$ cat config.mk
export PLATFORM = sky130hd
export DESIGN_NAME = safe_controller
export DESIGN_NICKNAME = d
export VERILOG_FILES = /design/src/rtl/safe_controller.sv
export SDC_FILE = /design/constraint.sdc
export NUM_CORES = 1
export LEC_CHECK = 0
export CAP_MARGIN = 20
export CORE_AREA = 2 2 64 127
export CTS_BUF_LIST = sky130_fd_sc_hd__clkbuf_2 sky130_fd_sc_hd__clkbuf_4 sky130_fd_sc_hd__clkbuf_8
export CTS_CLUSTER_DIAMETER = 30
export DETAILED_ROUTE_END_ITERATION = 6
export DIE_AREA = 0 0 66 129
export GPL_ROUTABILITY_DRIVEN = 0
export PLACE_DENSITY = 0.48
export SETUP_SLACK_MARGIN = 0.05
export SLEW_MARGIN = 40
export SYNTH_ARGS = -nofsm -noshare
export SYNTH_HDL_FRONTEND = slang
export SYNTH_SLANG_ARGS = --single-unit
$ cat constraint.sdc
create_clock -name CLK -period 6.1 [get_ports CLK]
set_input_delay 0.915 -clock CLK [delete_from_list [all_inputs] [get_ports CLK]]
set_output_delay 0.915 -clock CLK [all_outputs]
set_load 0.01 [all_outputs]
$ cat src/rtl/safe_controller.sv
// Digital safe controller: synchronised TRY/PROG buttons, key register, failure counting, lockout and optional auto-relock.
// Optional near-miss detection (NEAR state, blue LED) is enabled by defining SAFE_NEAR_MISS_EN.
module safe_controller #(
  parameter logic [3:0] RESET_KEY   = 4'h0,
  parameter int         MAX_FAILS   = 3,
  parameter int         LOCK_CYCLES = 50_000_000,
  parameter int         OPEN_CYCLES = 0
) (
  input  logic       CLK,
  input  logic       RST_N,
  input  logic [3:0] ATTEMPT,
  input  logic [3:0] KEY_IN,
  input  logic       TRY,
  input  logic       PROG,
  output logic       LED_R,
  output logic       LED_G,
  output logic       LED_B,
  output logic [3:0] DIFF,
  output logic       NEG,
  output logic [1:0] FAILS,
  output logic       LOCKED
);

  localparam int MAX_CYC = (LOCK_CYCLES > OPEN_CYCLES) ? LOCK_CYCLES : OPEN_CYCLES;
  localparam int CW      = $clog2(MAX_CYC + 1);
  localparam logic [CW-1:0] LOCK_LOAD  = CW'(LOCK_CYCLES - 1);
  localparam logic [CW-1:0] OPEN_LOAD  = (OPEN_CYCLES > 0) ? CW'(OPEN_CYCLES - 1) : '0;
  localparam logic [1:0]    FAIL_LIMIT = 2'(MAX_FAILS);

  typedef enum logic [1:0] {
    ST_CLOSED  = 2'd0,
    ST_OPEN    = 2'd1,
`ifdef SAFE_NEAR_MISS_EN
    ST_NEAR    = 2'd2,
`endif
    ST_LOCKOUT = 2'd3
  } state_t;

  state_t        state_q, state_d;
  logic [3:0]    key_q, key_d;
  logic [3:0]    diff_q, diff_d;
  logic          neg_q, neg_d;
  logic [1:0]    fails_q, fails_d;
  logic [CW-1:0] timer_q, timer_d;
  logic [2:0]    try_sync_q, try_sync_d;
  logic [2:0]    prog_sync_q, prog_sync_d;
  logic          led_r_q, led_r_d;
  logic          led_g_q, led_g_d;
  logic          locked_q, locked_d;

  logic          try_pulse;
  logic          prog_pulse;
  logic          attempt_lt;
  logic [3:0]    eval_diff;
  logic [1:0]    fails_inc;

  // Bits [0] and [1] form the 2-FF synchronizer; bit [2] delays it for edge detection.
  assign try_sync_d  = {try_sync_q[1:0], TRY};
  assign prog_sync_d = {prog_sync_q[1:0], PROG};
  assign try_pulse   = try_sync_q[1] & ~try_sync_q[2];
  assign prog_pulse  = prog_sync_q[1] & ~prog_sync_q[2];

  assign attempt_lt = (ATTEMPT < key_q);
  assign eval_diff  = attempt_lt ? (key_q - ATTEMPT) : (ATTEMPT - key_q);
  assign fails_inc  = fails_q + 2'd1;

  always_comb begin
    state_d = state_q;
    key_d   = key_q;
    diff_d  = diff_q;
    neg_d   = neg_q;
    fails_d = fails_q;
    timer_d = timer_q;

    case (state_q)
`ifdef SAFE_NEAR_MISS_EN
      ST_CLOSED, ST_NEAR: begin
`else
      ST_CLOSED: begin
`endif
        if (try_pulse) begin
          diff_d = eval_diff;
          neg_d  = attempt_lt;
          if (ATTEMPT == key_q) begin
            state_d = ST_OPEN;
            fails_d = 2'd0;
            timer_d = OPEN_LOAD;
          end
`ifdef SAFE_NEAR_MISS_EN
          else if (eval_diff <= 4'd3) begin
            state_d = ST_NEAR;
          end
`endif
          else begin
            fails_d = fails_inc;
            if (fails_inc == FAIL_LIMIT) begin
              state_d = ST_LOCKOUT;
              timer_d = LOCK_LOAD;
            end else begin
              state_d = ST_CLOSED;
            end
          end
        end
      end

      // A PROG pulse takes priority over auto-relock expiring in the same cycle.
      ST_OPEN: begin
        if (prog_pulse) begin
          key_d   = KEY_IN;
          state_d = ST_CLOSED;
          diff_d  = 4'd0;
          neg_d   = 1'b0;
          fails_d = 2'd0;
        end else if (OPEN_CYCLES > 0) begin
          if (timer_q == '0) begin
            state_d = ST_CLOSED;
          end else begin
            timer_d = timer_q - 1'b1;
          end
        end
      end

      ST_LOCKOUT: begin
        if (timer_q == '0) begin
          state_d = ST_CLOSED;
          fails_d = 2'd0;
        end else begin
          timer_d = timer_q - 1'b1;
        end
      end

      default: begin
        state_d = ST_CLOSED;
      end
    endcase
  end

  // Outputs are decoded from the next state so every output comes straight from a flop.
  always_comb begin
    led_r_d  = (state_d == ST_CLOSED) || (state_d == ST_LOCKOUT);
    led_g_d  = (state_d == ST_OPEN);
    locked_d = (state_d == ST_LOCKOUT);
  end

  always_ff @(posedge CLK or negedge RST_N) begin
    if (!RST_N) begin
      state_q     <= ST_CLOSED;
      key_q       <= RESET_KEY;
      diff_q      <= 4'd0;
      neg_q       <= 1'b0;
      fails_q     <= 2'd0;
      timer_q     <= '0;
      try_sync_q  <= 3'b000;
      prog_sync_q <= 3'b000;
      led_r_q     <= 1'b1;
      led_g_q     <= 1'b0;
      locked_q    <= 1'b0;
    end else begin
      state_q     <= state_d;
      key_q       <= key_d;
      diff_q      <= diff_d;
      neg_q       <= neg_d;
      fails_q     <= fails_d;
      timer_q     <= timer_d;
      try_sync_q  <= try_sync_d;
      prog_sync_q <= prog_sync_d;
      led_r_q     <= led_r_d;
      led_g_q     <= led_g_d;
      locked_q    <= locked_d;
    end
  end

`ifdef SAFE_NEAR_MISS_EN
  logic led_b_q, led_b_d;

  always_comb begin
    led_b_d = (state_d == ST_NEAR);
  end

  always_ff @(posedge CLK or negedge RST_N) begin
    if (!RST_N) begin
      led_b_q <= 1'b0;
    end else begin
      led_b_q <= led_b_d;
    end
  end

  assign LED_B = led_b_q;
`else
  assign LED_B = 1'b0;
`endif

  assign LED_R  = led_r_q;
  assign LED_G  = led_g_q;
  assign DIFF   = diff_q;
  assign NEG    = neg_q;
  assign FAILS  = fails_q;
  assign LOCKED = locked_q;

endmodule

# Word-level counts from Yosys, hierarchy flattened
# Index checks and enable logic that the tools add are counted.
[totals] ff_bits=48 in_bits=12 output_inout_bits=11 wordCells=65
[op_classes] add_sub_neg=4 order_cmp=1 eq_ne=11 muxes=23 n_bitwise=4 reduce_logical=11
[ops] operator="2-to-1 mux 26 bit" n=4
[ops] operator="case mux 26 bit (2 select lines)" n=1
[ops] operator="zero test 26 bit" n=1
[ops] operator="subtractor 26 x 1 -> 26 bit, second input constant" n=1
[ops] operator="2-to-1 mux 2 bit" n=9
[ops] operator="2-to-1 mux 4 bit" n=3
[ops] operator="case mux 2 bit (3 select lines)" n=2
[ops] operator="inequality test 2 bit, second input constant" n=4
[ops] operator="case mux 4 bit (2 select lines)" n=1
[ops] operator="AND reduction 4 bit" n=2
[ops] operator="subtractor 4 bit" n=2
[ops] operator="equality test 2 bit, second input constant" n=3
[ops] operator="equality test 2 x 1 -> 1 bit, second input constant" n=2
[ops] operator="equality test 4 bit" n=1
[ops] operator="zero test 2 bit" n=2
[ops] operator="< comparator 4 bit" n=1
[ops] operator="nonzero test 2 bit" n=2
[ops] operator="inequality test 3 bit, second input constant" n=1
[ops] operator="AND reduction 3 bit" n=1
[ops] operator="nonzero test 3 bit" n=1
[ops] operator="adder 2 x 1 -> 2 bit, second input constant" n=1
[ops] operator="AND 1 bit" n=2
[ops] operator="2-to-1 mux 1 bit" n=2
[ops] operator="inverter 1 bit" n=2
[ops] operator="other kinds (3)" n=3

# Depth between registers and ports, before layout
[depth] depth_word=8 mapped_depth=10 ltp_nobuf=9

# Worst setup path after synthesis
# Ideal clock, no wire load.
[synth_timing] kind="input-to-reg" startpoint="in ATTEMPT[1]" endpoint="reg timer_q[12]" setup_ns=0.126 arrival_ns=2.480 required_time_ns=5.974 slack_ns=3.494 cell_stages=10 path_buffers=2 path_cell_list="inv_1 > ha_1 > and4_1 > o21a_1 > buf_4 > inv_1 > and2_1 > buf_2 > nor3_1 > o32a_1"
[synth_via] elab_chain_len=4 elab_cells_between_ends=6 classes_between="eq/ne (2); mux (3); reduce/logical (1)"
[synth_lines] element="start: declaration" line_no="11" source="input logic [3:0] ATTEMPT,"
[synth_lines] element="equality test 4 bit *" line_no="84" source="if (ATTEMPT == key_q) begin"
[synth_lines] element="2-to-1 mux 26 bit" line_no="84"
[synth_lines] element="2-to-1 mux 26 bit" line_no="81" source="if (try_pulse) begin"
[synth_lines] element="case mux 26 bit (2 select lines)" line_no="75" source="case (state_q)"
[synth_lines] element="end signal: assignment" line_no="164" source="timer_q <= timer_d;"
[synth_lines] element="end: declaration" line_no="44" source="logic [CW-1:0] timer_q, timer_d;"
# Every way passes the cells marked *; elsewhere a longest branch is shown, timed or not. The select of a mux whose other input is x is not followed.
# A chain may end at the register's enable or synchronous reset.

# Final worst setup path
# Ends and elaborated chain as after synthesis.

==> summary.txt <==
Outcome = complete, no violations
Crit-path max FO = 10
Min cycle time layout = 3.09 ns
Layout cell share with drive strength beyond 1 = 0.0788
Drt drc = 0
Worst-Skew Late Latency = 0.32 ns
Post-synth EDFFs = 0
Initial antenna violation count = 0
Total iterations of the first detailed-routing run = 4
Clock buffer count from CTS = 5
Port Buf Inserts = 21
H-tree Lvls = 2
Post-Syn Nets = 293
Worst Tran Pin Value = 0.666 ns
Worst-path clk slew = 0.09 ns
Total global-route track usage = 0.163
Initial cell density of the core = 0.342
Pin count of the biggest net entering global routing = 49
Util after Layout = 0.395
Fill count = 796
Cells after synthesis = 270
Synthesis warning total = 0
Prevailing post-synth register cell = dfrtp_1
Final Cycle Share = 0.507
Hold_buf cts = 0
DR iter-0 viols = 77
Fin Clk Skew = 0.0131 ns
Quantity of gates resized following cts = 0
Peak VDD IR = 139 uV
Pwr Density = 198 nW/um^2
Vias in the first global route = 2021
Ports = 23
Sum of negative setup slack = 0 ns
Ys async rst share = 1.00
Syn Std Cell Area = 2580 um^2
# setup viols final = 0
Critical Path AT = 3.30 ns
Chip Height = 129 um
Die width = 66 um
# clock sinks = 48
Detail Route Antenna Nets = 0
Startpoint types = input pin
Worst Path Class, Setup = in2reg
WL/cell = 16.6 um
#FFs+latches synth = 48
Mean number of vias per cell = 5.31
Fin. Hold Viols = 0
CTS root buf = clkbuf_8
Post-DP HPWL = 4.83 mm
Die Area = 8510 um^2
FP Rows = 45
Area Overhead vs Synth = 15.3%
CP required = 6.31 ns
Global-route wire length before repair = 10.4 mm
GRT overflow = 0
Vias = 2048
CTS Buffer Depth = 2
Fmax = 323 MHz
Seq/Total Area, Yosys = 0.466
Unrepaired setup endpoints after global routing = false
Inserted Diodes = 0
Syn_area_per_cell = 9.56 um^2
Hold WC Path Type = reg2reg
Layout Nets = 314
Postcts setup bufs = 0
CP Capture Type = flop
Leak = 1.20 nW
Synth unique cells = 50
Max Cap Violations = 0
CTS tree = yes
Final WL = 6.40 mm
Core region area = 7540 um^2
Max Slew Vio Count = 0
Max_slew headroom = 0.555
[placed cells by master (no fill, tap or decap), types with 3 or more instances in the layout]
| cell | n |
|---|---|
| nor2_1 | 28 |
| dfrtp_1 | 47 |
| or3_1 | 9 |
| o311ai_0 | 4 |
| nand2_1 | 25 |
| nand3_1 | 3 |
| a21oi_1 | 18 |
| clkbuf_8 | 5 |
| nor4_1 | 7 |
| nor2b_1 | 5 |
| nor3_1 | 12 |
| clkdlybuf4s50_1 | 20 |
| xor2_1 | 3 |
| o21ai_0 | 15 |
| o32a_1 | 8 |
| inv_1 | 17 |
| ha_1 | 9 |
| xnor2_1 | 7 |
| and2_1 | 3 |
| buf_4 | 3 |
| and3_1 | 4 |
[per-layer routing]
| layer | global-route usage | routed length [um] |
|---|---|---|
| met1 | 0.176 | 2420 |
| met2 | 0.305 | 3660 |
| met3 | 0.0210 | 117 |
| met4 | 0.0744 | 197 |
| met5 | 0 | 0 |
[cell families (layout without fill, tap and decap cells)]
kind of cell             after synthesis  after routing  synth area share
AO/OA/AOI/OAI                         61             61             0.162
other                                  1              1           0.00145
AND/OR/NAND/NOR                      110            110             0.219
buffers and inverters                 28             50            0.0548
XOR/XNOR                              10             10            0.0339
multiplexers                           1              1           0.00388
flip-flops                            48             48             0.466
adder cells (fa/ha/maj)               11             11            0.0591
[final cells by class]
type / count / area (um^2) / area share
inverter: 17 / 63.8 / 0.0214
timing repair buffer: 25 / 239 / 0.0803
clock inverter: 3 / 47.5 / 0.0160
multi-input combinational: 194 / 1240 / 0.416
clock buffer: 5 / 68.8 / 0.0231
sequential: 48 / 1200 / 0.404
tap: 94 / 118 / 0.0395
[flip-flops by register name, indices dropped and copies added, names as in the netlist]
name	flops
DIFF	4
NEG	1
LOCKED	1
FAILS	2
timer_q	26
LED_R	1
state_q	2
LED_G	1
prog_sync_q	3
try_sync_q	3
key_q	4
[critical path, stage by stage]
cell and delay [ns]:
clkdlybuf4s50_1 0.48, inv_1 0.10, ha_1 0.37, and4_1 0.21
o21a_1 0.33, inv_1 0.17, and2_1 0.34, nor3_1 0.09
o32a_1 0.29
[report_power, final]
| group | switching [W] | total, W | internal (W) |
|---|---|---|---|
| Combinational | 0.0000137 | 0.0000246 | 0.0000108 |
| Sequential | 0.000000708 | 0.000321 | 0.000320 |
| Clock | 0.000121 | 0.000245 | 0.000124 |
| Total | 0.000136 | 0.000590 | 0.000454 |
[synth_stat cells, types with 3 or more instances]
master / instances / area (um^2)
dfrtp_1: 47 / 1180
nor2_1: 28 / 105
nand2_1: 25 / 93.8
a21oi_1: 18 / 90.1
inv_1: 17 / 63.8
o21ai_0: 15 / 75.1
nor3_1: 12 / 60.1
ha_1: 9 / 113
or3_1: 9 / 56.3
o32a_1: 8 / 80.1
nor4_1: 7 / 43.8
xnor2_1: 7 / 61.3
nor2b_1: 5 / 31.3
and3_1: 4 / 25.0
o311ai_0: 4 / 35.0
and2_1: 3 / 18.8
clkbuf_1: 3 / 11.3
nand3_1: 3 / 15.0
xor2_1: 3 / 26.3
[worst paths after layout]
kind	start	end	slack, ns	depth (start not counted)
min in group asynchronous	RST_N	LOCKED	0.67	2
setup reg to reg	timer_q[18]	timer_q[12]	3.20	6
setup / recovery	ATTEMPT[1]	timer_q[12]	3.01	9
hold reg to reg	prog_sync_q[0]	prog_sync_q[1]	0.36	0
hold / removal	prog_sync_q[0]	prog_sync_q[1]	0.36	0
max in group asynchronous	RST_N	timer_q[5]	4.98	2
[through the flow]
stage                     hold WS, ns  worst slack, ns  power, W  area, um^2  cells
after floorplan                 0.331             3.49  0.000336        2580    270
after global placement          0.335             2.67  0.000353        2850    377
after detailed placement        0.339             2.64  0.000352        2850    377
after CTS                       0.362             2.93  0.000599        2970    385
after global routing            0.367             2.87  0.000612        2980    386
final                           0.357             3.01  0.000590        2980    386
(Power assumes the default switching activity.)
